==> config.mk <==
export PLATFORM = sky130hd
export DESIGN_NAME = npc_exec_sequencer
export DESIGN_NICKNAME = d
export VERILOG_FILES = /design/src/rtl/npc_pkg.sv /design/src/rtl/npc_seq_watchdog.sv /design/src/rtl/npc_exec_sequencer.sv
export SDC_FILE = /design/constraint.sdc
export NUM_CORES = 1
export LEC_CHECK = 0
export ABC_AREA = 1
export CAP_MARGIN = 40
export CELL_PAD_IN_SITES_DETAIL_PLACEMENT = 0
export CELL_PAD_IN_SITES_GLOBAL_PLACEMENT = 1
export CORE_MARGIN = 2
export CORE_UTILIZATION = 37
export DETAILED_ROUTE_END_ITERATION = 8
export HOLD_SLACK_MARGIN = 0.02
export PLACE_DENSITY = 0.95
export SLEW_MARGIN = 20
export SYNTH_ARGS = -nofsm -noshare
export SYNTH_HDL_FRONTEND = slang
export SYNTH_SLANG_ARGS = --single-unit
==> constraint.sdc <==
create_clock -name clk -period 2.65 [get_ports clk]
set_input_delay 0.795 -clock clk [delete_from_list [all_inputs] [get_ports clk]]
set_output_delay 0.795 -clock clk [all_outputs]
set_load 0.1 [all_outputs]
==> src/rtl/npc_pkg.sv <==
// Shared types and constants for the NPC multi-cycle execution sequencer.
package npc_pkg;

  typedef enum logic [2:0] {
    StFetch,
    StIwait,
    StDecode,
    StExec,
    StMem,
    StWb,
    StHalt,
    StErr
  } state_e;

  localparam logic [31:0] RESET_PC_DEFAULT = 32'h8000_0000;

endpackage

==> src/rtl/npc_seq_watchdog.sv <==
// Wait-cycle counter: cleared on entry to a memory wait, flags expiry at TIMEOUT-1 cycles.
module npc_seq_watchdog #(
  parameter int unsigned TIMEOUT = 1024
) (
  input  logic clk_i,
  input  logic rst_ni,
  input  logic clr_i,
  input  logic en_i,
  output logic expired_o
);

  localparam int unsigned CntW = (TIMEOUT > 2) ? $clog2(TIMEOUT) : 1;
  localparam logic [CntW-1:0] Limit = CntW'(TIMEOUT - 1);

  logic [CntW-1:0] cnt_q, cnt_d;

  always_ff @(posedge clk_i or negedge rst_ni) begin
    if (!rst_ni) begin
      cnt_q <= '0;
    end else begin
      cnt_q <= cnt_d;
    end
  end

  // Saturate at the limit so a stalled wait keeps reporting expiry.
  always_comb begin
    cnt_d = cnt_q;
    if (clr_i) begin
      cnt_d = '0;
    end else if (en_i && (cnt_q != Limit)) begin
      cnt_d = cnt_q + 1'b1;
    end
  end

  assign expired_o = (cnt_q == Limit);

endmodule

==> src/rtl/npc_exec_sequencer.sv <==
// Multi-cycle instruction sequencer: owns the PC and steps fetch/decode/exec/mem/write-back,
// with a response watchdog and terminal halt/error states.
module npc_exec_sequencer
  import npc_pkg::*;
#(
  parameter int unsigned          PC_WIDTH  = 32,
  parameter logic [PC_WIDTH-1:0]  RESET_PC  = PC_WIDTH'(RESET_PC_DEFAULT),
  parameter int unsigned          CNT_WIDTH = 32,
  parameter int unsigned          TIMEOUT   = 1024
) (
  input  logic                 clk,
  input  logic                 rst,
  output logic                 ifu_req_valid,
  input  logic                 ifu_req_ready,
  output logic [PC_WIDTH-1:0]  ifu_req_addr,
  input  logic                 ifu_rsp_valid,
  output logic                 ifu_rsp_ready,
  input  logic [31:0]          ifu_rsp_inst,
  output logic [31:0]          inst,
  input  logic                 idu_is_mem,
  input  logic                 idu_is_ebreak,
  input  logic [PC_WIDTH-1:0]  exu_next_pc,
  output logic                 exu_en,
  output logic                 lsu_req_valid,
  input  logic                 lsu_req_ready,
  input  logic                 lsu_rsp_valid,
  output logic                 rf_wen_gate,
  output logic [PC_WIDTH-1:0]  pc,
  output logic [CNT_WIDTH-1:0] retired,
  output logic                 halted,
  output logic                 error
);

  state_e                 state_q, state_d;
  logic [PC_WIDTH-1:0]    pc_q, pc_d;
  logic [PC_WIDTH-1:0]    npc_q, npc_d;
  logic [31:0]            inst_q, inst_d;
  logic [CNT_WIDTH-1:0]   retired_q, retired_d;
  logic                   lsu_acc_q, lsu_acc_d;
  logic                   wd_clr, wd_en, wd_expired;

  npc_seq_watchdog #(
    .TIMEOUT (TIMEOUT)
  ) u_watchdog (
    .clk_i     (clk),
    .rst_ni    (rst),
    .clr_i     (wd_clr),
    .en_i      (wd_en),
    .expired_o (wd_expired)
  );

  always_ff @(posedge clk or negedge rst) begin
    if (!rst) begin
      state_q   <= StFetch;
      pc_q      <= RESET_PC;
      npc_q     <= RESET_PC;
      inst_q    <= '0;
      retired_q <= '0;
      lsu_acc_q <= 1'b0;
    end else begin
      state_q   <= state_d;
      pc_q      <= pc_d;
      npc_q     <= npc_d;
      inst_q    <= inst_d;
      retired_q <= retired_d;
      lsu_acc_q <= lsu_acc_d;
    end
  end

  always_comb begin
    state_d   = state_q;
    pc_d      = pc_q;
    npc_d     = npc_q;
    inst_d    = inst_q;
    retired_d = retired_q;
    lsu_acc_d = 1'b0;
    wd_clr    = 1'b0;
    wd_en     = 1'b0;
    case (state_q)
      StFetch: begin
        if (ifu_req_ready) begin
          state_d = StIwait;
          wd_clr  = 1'b1;
        end
      end
      StIwait: begin
        wd_en = 1'b1;
        // A response in the expiry cycle still wins over the timeout.
        if (ifu_rsp_valid) begin
          inst_d  = ifu_rsp_inst;
          state_d = StDecode;
        end else if (wd_expired) begin
          state_d = StErr;
        end
      end
      StDecode: state_d = StExec;
      StExec: begin
        npc_d = exu_next_pc;
        if (idu_is_ebreak) begin
          state_d = StHalt;
        end else if (exu_next_pc[1:0] != 2'b00) begin
          state_d = StErr;
        end else if (idu_is_mem) begin
          state_d = StMem;
        end else begin
          state_d = StWb;
        end
      end
      StMem: begin
        if (!lsu_acc_q) begin
          // Responses in the acceptance cycle are not taken.
          lsu_acc_d = lsu_req_ready;
          wd_clr    = lsu_req_ready;
        end else begin
          lsu_acc_d = 1'b1;
          wd_en     = 1'b1;
          if (lsu_rsp_valid) begin
            lsu_acc_d = 1'b0;
            state_d   = StWb;
          end else if (wd_expired) begin
            lsu_acc_d = 1'b0;
            state_d   = StErr;
          end
        end
      end
      StWb: begin
        pc_d      = npc_q;
        retired_d = retired_q + 1'b1;
        state_d   = StFetch;
      end
      StHalt, StErr: ;
      default: state_d = StErr;
    endcase
  end

  // Reset forces FETCH, so the fetch request is qualified by rst to stay low during reset.
  always_comb begin
    ifu_req_valid = rst && (state_q == StFetch);
    ifu_rsp_ready = (state_q == StIwait);
    exu_en        = (state_q == StExec);
    lsu_req_valid = (state_q == StMem) && !lsu_acc_q;
    rf_wen_gate   = (state_q == StWb);
    halted        = (state_q == StHalt);
    error         = (state_q == StErr);
  end

  assign ifu_req_addr = pc_q;
  assign pc           = pc_q;
  assign inst         = inst_q;
  assign retired      = retired_q;

endmodule

==> After elaboration in Yosys (flattened, before gate mapping) <==
Index checks and enable logic that the tools add are counted.
{ "word_totals": {"reg_bits": 142, "input_bits": 72, "wordCells": 50} }
{ "op_classes": {"n_addsub": 2, "eq_ne": 11, "muxes": 20, "reduce_logical": 10} }
{ "op_table": {"columns": ["cell", "count"], "rows": [
  ["adder 32 x 1 -> 32 bit (second input constant)", 1],
  ["two-way mux 10 bit", 2],
  ["case mux 3 bit (6 select lines)", 1],
  ["two-way mux 3 bit", 5],
  ["== test 3 bit (second input constant)", 4],
  ["adder 10 x 1 -> 10 bit (second input constant)", 1],
  ["== test 10 bit (second input constant)", 1],
  ["!= test 10 bit (second input constant)", 1],
  ["two-way mux 1 bit", 8],
  ["== test 3 x 2 -> 1 bit (second input constant)", 2],
  ["nonzero test 6 bit", 1],
  ["two-way mux 2 bit", 2],
  ["!= test 2 bit (second input constant)", 2],
  ["case mux 1 bit (2 select lines)", 2],
  ["nonzero test 2 bit", 2],
  ["== test 3 x 1 -> 1 bit (second input constant)", 1],
  ["logical AND 1 bit", 3],
  ["logical NOT 3 bit", 1],
  ["AND reduction 3 bit", 1],
  ["AND reduction 2 bit", 1],
  ["logical NOT 1 bit", 1]
]} }

==> Longest topological paths before layout <==
Gate-level depths: netlist of run 1.
{ "logic_depth": {"depth_word": 5, "ltp_mapped": 10} }

==> Modules after synthesis <==
From an unflattened synthesis of run 1, not the netlist that was laid out.
{ "unflattened": {"hier_cells": 736, "hier_area_um2": 6736.5} }
{ "modules_own_cells": {"columns": ["mod", "n_inst", "cells_each", "area_each_um2", "seq_area_each_um2"], "rows": [
  ["npc_exec_sequencer", 1, 638, 6070.8, 3305.7],
  ["npc_seq_watchdog", 1, 98, 665.6, 250.2]
]} }

==> Worst setup path after synthesis of run 1 <==
Ideal clock, no wire load.
{ "synth_timing": {"path_type": "reg-to-output", "from": "register state_q[1]", "to": "output error", "arrival_ps": 2670, "required_time_ps": 1855, "slack_ps": -815, "path_stages_with_launch": 3, "path_buffers": 0, "cell_sequence": "dfrtp_1 inv_2 nor3_1"} }
{ "synth_between": {"elab_chain_len": 1} }
{ "synth_rtl": {"columns": ["element", "line_no", "source"], "rows": [
  ["start, declared", "npc_exec_sequencer.sv:34", "state_e state_q, state_d;"],
  ["start signal, assigned", "npc_exec_sequencer.sv:54", "state_q <= StFetch;"],
  ["start signal, assigned", "npc_exec_sequencer.sv:61", "state_q <= state_d;"],
  ["== test 3 bit", "npc_exec_sequencer.sv:144", "error = (state_q == StErr);"],
  ["end, declared", "npc_exec_sequencer.sv:31", "output logic error"]
]} }
No other way between the ends.

==> Worst setup path after layout of run 1 <==
{ "layout_timing": {"from": "register state_q[1]", "to": "output halted"} }
{ "layout_between": {"elab_chain_len": 1} }
{ "layout_rtl": {"columns": ["element", "line_no", "source"], "rows": [
  ["== test 3 bit", "npc_exec_sequencer.sv:143", "halted = (state_q == StHalt);"],
  ["end, declared", "npc_exec_sequencer.sv:30", "output logic halted,"]
]} }
No other way between the ends.

==> results by group, run 1 <==
Outcome
  – Outcome: complete, no violations

STA
  – Final min period: ~2.5 ns
  – Slew Viols, Final: 0
  – Setup Skew: between 0.01 and 0.015 ns
  – # setup viols final: 0
  – Worst slew pin tran: roughly 0.75 ns
  – Fmax: between 300 and 400 MHz
  – Final setup margin: between 0.1 and 0.15 ns
  – Final Hold Vio Count: 0
  – Slew headroom: between 50 and 60%
  – Setup TNS: 0 ns
  – RSZ-0062 raised after global routing: false
  – Fin crit share: 94.8%

Detailed routing
  – Vias per inst: between 4 and 5
  – WL met1: roughly 7500 um
  – Drt wl/cell: about 13 um
  – First-pass DRT Iterations: 4
  – DR WL met2: 8250 um
  – Routed length on met3: approximately 1400 um
  – Top Metal Used: met5
  – Vias: 5914
  – Routed Wire Length: between 15000 and 20000 um
  – Antenna viol nets, final: 0
  – Initial DRC count: 231
  – Drt drc: 0

GRT
  – GRT overflow: 0
  – Total global-route track usage: between 15 and 20%
  – First-pass GRT wire length: about 29000 um
  – Pin count of the biggest net entering global routing: approximately 140
  – Vias in the first global route: approximately 5700
  – Initial antenna violation count: 1

Synth
  – Mean Syn Cell Area: 7.90 um2
  – Count of different cell masters after synthesis: 33
  – Yosys warning total: 0
  – Synth Instances: 870
  – Syn_nets: about 950
  – Register area share after synthesis: around half
  – Synth Register Bits: between 100 and 150
  – Netlist Area Pre-Place: a little under 7000 um2

Min path
  – Worst hold-check path type: flip-flop to flip-flop

Clocking
  – CTS buffer count: 17
  – Worst-path clk slew: ~0.060 ns
  – Max clock buf depth: 2
  – Hold_buf cts: 0
  – H-tree level count: 4
  – CTS tree: yes
  – Root Driver: clkbuf_16
  – CTS Sinks: ~140
  – Clock latency at the later pin of the worst-skew pair: between 0.4 and 0.5 ns

Critical path
  – Critical path cell sequence: inv_2 -> nor3_1 -> buf_12
  – Setup crit end kind: primary output
  – CP peak stage delay: roughly 0.51 ns
  – CP Class: flip-flop to primary output
  – CP max-delay cell: dfrtp_1
  – Critical Path Fanout Max: 6
  – CP Data Arrival Time: approximately 1.7 ns
  – Crit path required time: between 1.5 and 2 ns
  – Nature of the critical path startpoint: flip-flop

Floorplan
  – Initial Utilization: between 30% and 40%
  – # IOs: ~210
  – # rows: about 50
  – Area of the die: a little under 20000 um2
  – Die H: approximately 140 um
  – Core ar.: about 18000 um2
  – Die Wd: approximately 140 um

Job
  – Total of max-cap violations: 0

Place
  – GPL Wtd Cong: around 0.84
  – IO Port Bufs: between 200 and 250
  – Post-Place Worst Slack: 0.480 ns
  – HPWL after DPL: approximately 12000 um

Finish
  – # diodes: 0
  – Most common cell after layout, fill and taps aside: nand2_1
  – Final Net Count: between 1000 and 1500
  – Final Core Density: 51.2%
  – Ratio of cells with drive above 1 in the final layout: roughly 20%
  – P&R area growth vs syn: 34.6%
  – Commonest non-fill, non-tap cells in the layout: 414 x nand2_1, 139 x dfrtp_1, 133 x buf_4
[final cells by class]
cell class | count | area, um2
Tap cell | 229 | 287
Timing Repair Buffer | 212 | 1870
Inverter | 65 | 249
Clock buffer | 17 | 425
Multi-Input combinational cell | 608 | 2710
Fill cell | 1695 | 8830
Sequential cell | 142 | 3560
Clock inverter | 15 | 156
[final timing paths]
| kind | endpoint | cells past startpoint | slack [ns] | start |
|---|---|---|---|---|
| setup / recovery | halted | 3 | 0.14 | state_q[1]$_DFFE_PN0P_ |
| hold / removal | ifu_req_addr[31]$_DFFE_PN1P_ | 2 | 0.47 | npc_q[31]$_DFFE_PN1P_ |
| setup reg to reg | retired[31]$_DFFE_PN0P_ | 11 | 0.65 | state_q[1]$_DFFE_PN0P_ |
| hold reg to reg | ifu_req_addr[31]$_DFFE_PN1P_ | 2 | 0.47 | npc_q[31]$_DFFE_PN1P_ |
| max in group asynchronous | npc_q[30]$_DFFE_PN0P_ | 2 | 1.61 | rst |
| min in group asynchronous | u_watchdog.cnt_q[4]$_DFFE_PN0P_ | 2 | 0.49 | rst |
[stage by stage]
step                      area [um2]  hold WS, ns  instances
after floorplan                 6880        0.442        870
after global routing            9260        0.480       1288
after CTS                       9250        0.468       1288
after detailed placement        8670        0.453       1256
final                           9260        0.468       1288
after global placement          8670        0.452       1256
[registers in the layout, indices dropped and copies added (netlist names)]
name	count
inst	32
u_watchdog.cnt_q	10
state_q	3
npc_q	32
retired	32
ifu_req_addr	32
lsu_acc_q	1
[routing by layer]
metal,up-vias,global-route usage [%]
met5,-,0
met4,2,4.73
met3,21,6.29
met2,179,29.2
met1,2717,23.0
li1,2995,-
[Yosys cell counts]
cell type  number  share of area [%]
nor2_4          5               0.82
nor2_1         55                3.0
o21ai_1         5               0.36
nor2_2          8               0.73
inv_4           2               0.18
and3_1          1              0.091
nand3_4         1               0.25
clkbuf_1        4               0.22
dfstp_2         2               0.76
nor2_8          2               0.58
nand2_4         2               0.33
xnor2_1         8                1.0
nand2_2         8               0.73
nand2_1       414                 23
inv_1          57                3.1
clkinv_1        1              0.055
o31ai_1         1               0.11
o21bai_1        2               0.22
buf_2          15                1.1
nand4_1        10               0.91
nand3b_1        5               0.55
a31oi_1         1              0.091
o21ai_0        32                2.3
dfrtp_1       140                 51
nand3_1        26                1.9
nor3_1          5               0.36
or2_2           1              0.091
buf_4          34                3.7
buf_6           2               0.33
inv_2           5               0.27
ha_1            3               0.55
xor2_1         11                1.4
nand3_2         2               0.29
[worst max-delay path: cells and delay by family, from the launching register on]
kind	cells	cell delay, ns
AND/OR/NAND/NOR	1	0.41
flip-flops	1	0.51
buffers and inverters	2	0.37
[cells by family after synthesis]
group / share of synthesized area, %
AND/OR/NAND/NOR: 33.2
adder cells (fa/ha/maj): 0.546
AO/OA/AOI/OAI: 3.11
buffers and inverters: 8.97
flip-flops: 51.7
XOR/XNOR: 2.42
[repair_timing]
action	CTS	global route
endpoints found under the hold margin	0	0
gates resized for setup	0	2
setup endpoints to repair	0	3
setup buffers	0	0
Power of run 1 is left out: the tool's default activity adds up to more than one toggle a clock period on the data nets, which glitch-free logic cannot reach.
==> run 2, diff against run 1 <==
--- a/config.mk
+++ b/config.mk
@@ -9,7 +9,7 @@
 export CAP_MARGIN = 40
 export CELL_PAD_IN_SITES_DETAIL_PLACEMENT = 0
 export CELL_PAD_IN_SITES_GLOBAL_PLACEMENT = 1
-export CORE_MARGIN = 2
+export CORE_MARGIN = 1
 export CORE_UTILIZATION = 37
 export DETAILED_ROUTE_END_ITERATION = 8
 export HOLD_SLACK_MARGIN = 0.02
==> run 2 against run 1 <==
  * Cell area up 0.42%
  * Sequential share of layout area shrank 0.17 points
  * Non-clock buffer count stayed put
  * The run now ends with DRC left
  * Largest cell class unchanged
  * Register-to-register slack better by 0.10 ns
==> results by group, run 2 (synthesis gave the netlist of run 1 again) <==
Place
  – Post-Place Worst Slack: between 0.4 and 0.5 ns
  – GPL Wtd Cong: ~0.86
  – IO Port Bufs: approximately 200
  – Dpl cell area: a little under 9000 um2
  – HPWL after DPL: 12300 um

Critical path
  – Critical Path Fanout Max: 11
  – CP peak stage delay: around 0.56 ns
  – Setup crit end kind: primary output
  – CP top delay family: flip-flops
  – Critical path cell sequence: inv_2 -> nor3_2 -> buf_12
  – Nature of the critical path startpoint: flip-flop
  – Buf/Inv on CP: 2
  – CP Class: flip-flop to primary output
  – CP Data Arrival Time: 1.65 ns
  – Crit path required time: ~1.9 ns
  – CP max-delay cell: dfrtp_1

STA
  – Setup TNS: 0 ns
  – Final setup margin: between 0.2 and 0.25 ns
  – Setup Skew: ~0.0083 ns
  – Slew headroom: just over 40%
  – Final Hold Vio Count: 0
  – RSZ-0062 raised after global routing: false
  – # setup viols final: 0
  – Fmax: about 400 MHz
  – Final min period: approximately 2.4 ns
  – Slew Viols, Final: 0
  – Worst slew pin tran: a little under 0.9 ns
  – Fin crit share: approximately 92%

Clocking
  – Worst-path clk slew: around 0.070 ns
  – CTS tree: yes
  – CTS Sinks: 142
  – Clock latency at the later pin of the worst-skew pair: 0.42 ns
  – H-tree level count: 4
  – Root Driver: clkbuf_16
  – CTS buffer count: 17
  – Max clock buf depth: 2

Floorplan
  – Die Wd: 138 um
  – Initial Utilization: a little under two fifths
  – # IOs: ~210
  – # rows: 49
  – Core ar.: 18100 um2
  – Die H: roughly 140 um
  – Area of the die: roughly 19000 um2

Finish
  – Final Core Density: 51.4%
  – Final Net Count: approximately 1100
  – # diodes: 0
  – Storage cell area: between 3000 and 4000 um2
  – Most common cell after layout, fill and taps aside: nand2_1
  – FILL cells: about 1700
  – Multi-input logic area: approximately 2700 um2
  – Post-route cell area: 9290 um2
  – Commonest non-fill, non-tap cells in the layout: 414 x nand2_1, 140 x dfrtp_1, 133 x buf_4
  – Ratio of cells with drive above 1 in the final layout: 20.3%
  – P&R area growth vs syn: 35.2%

Outcome
  – Failing checks: DRC
  – Outcome: complete, but fails checks

GRT
  – First-pass GRT wire length: between 20000 and 30000 um
  – Vias in the first global route: 5926
  – Pin count of the biggest net entering global routing: 143
  – Initial antenna violation count: 0
  – Total global-route track usage: about a fifth
  – GRT overflow: 0

Detailed routing
  – Drt wl/cell: between 10 and 15 um
  – Initial DRC count: ~340
  – Antenna viol nets, final: 0
  – Drt drc: 16
  – Vias: 5898
  – First-pass DRT Iterations: 8
  – Routed Wire Length: 17300 um
  – Vias per inst: about 4.6

Job
  – Total of max-cap violations: 0

Min path
  – Worst hold-check path type: input pin to asynchronous set/reset pin
## run 2: layout make-up
| class | instances | share of cell area, % |
|---|---|---|
| clock inverter | 15 | 2.06 |
| tap | 229 | 3.08 |
| timing repair buffer | 212 | 20.1 |
| multi-input combinational | 608 | 29.2 |
| inverter | 65 | 2.68 |
| clock buffer | 17 | 4.58 |
| sequential | 142 | 38.3 |
## run 2: path summary, 6_finish.rpt
check                                       start                       to  slack, ns  depth (start not counted)
max                        state_q[2]$_DFFE_PN0P_                    error       0.21                          3
max reg2reg                state_q[0]$_DFFE_PN0P_   retired[8]$_DFFE_PN0P_       0.75                          8
min reg2reg                 npc_q[31]$_DFFE_PN1P_    npc_q[31]$_DFFE_PN1P_       0.47                          2
max in group asynchronous                     rst   state_q[1]$_DFFE_PN0P_       1.48                          2
min in group clk            npc_q[31]$_DFFE_PN1P_    npc_q[31]$_DFFE_PN1P_       0.47                          2
min                                           rst  retired[23]$_DFFE_PN0P_       0.43                          2
## run 2: metal layers
metal  up-vias  global-route usage (%)  share of wire [%]
li1       2995                       -                  -
met1      2714                    24.3                 45
met2       174                    31.7                 48
met3        15                    6.17                6.8
met4         0                    4.67                1.1
met5         -                       0                  0
## run 2: repair_timing
action	4_1_cts	5_1_grt
setup buffers	0	0
endpoints found under the hold margin	0	0
setup endpoints to repair	0	2
resized for setup	0	2
hold buffers	0	0
## run 2: stage by stage
step	hold WS, ns	std cells
floorplan	0.442	870
global placement	0.451	1256
detailed placement	0.454	1256
CTS	0.468	1288
global route	0.474	1288
finish	0.429	1288
Power of run 2 is left out for the same reason.
==> run 3, diff against run 2 <==
--- a/config.mk
+++ b/config.mk
@@ -12,6 +12,7 @@
 export CORE_MARGIN = 1
 export CORE_UTILIZATION = 37
 export DETAILED_ROUTE_END_ITERATION = 8
+export GPL_ROUTABILITY_DRIVEN = 0
 export HOLD_SLACK_MARGIN = 0.02
 export PLACE_DENSITY = 0.95
 export SLEW_MARGIN = 20
==> results of run 3 <==
Same layout as run 2: the final DEF is identical, and so are final timing and power.
Power of run 3 is left out for the same reason.
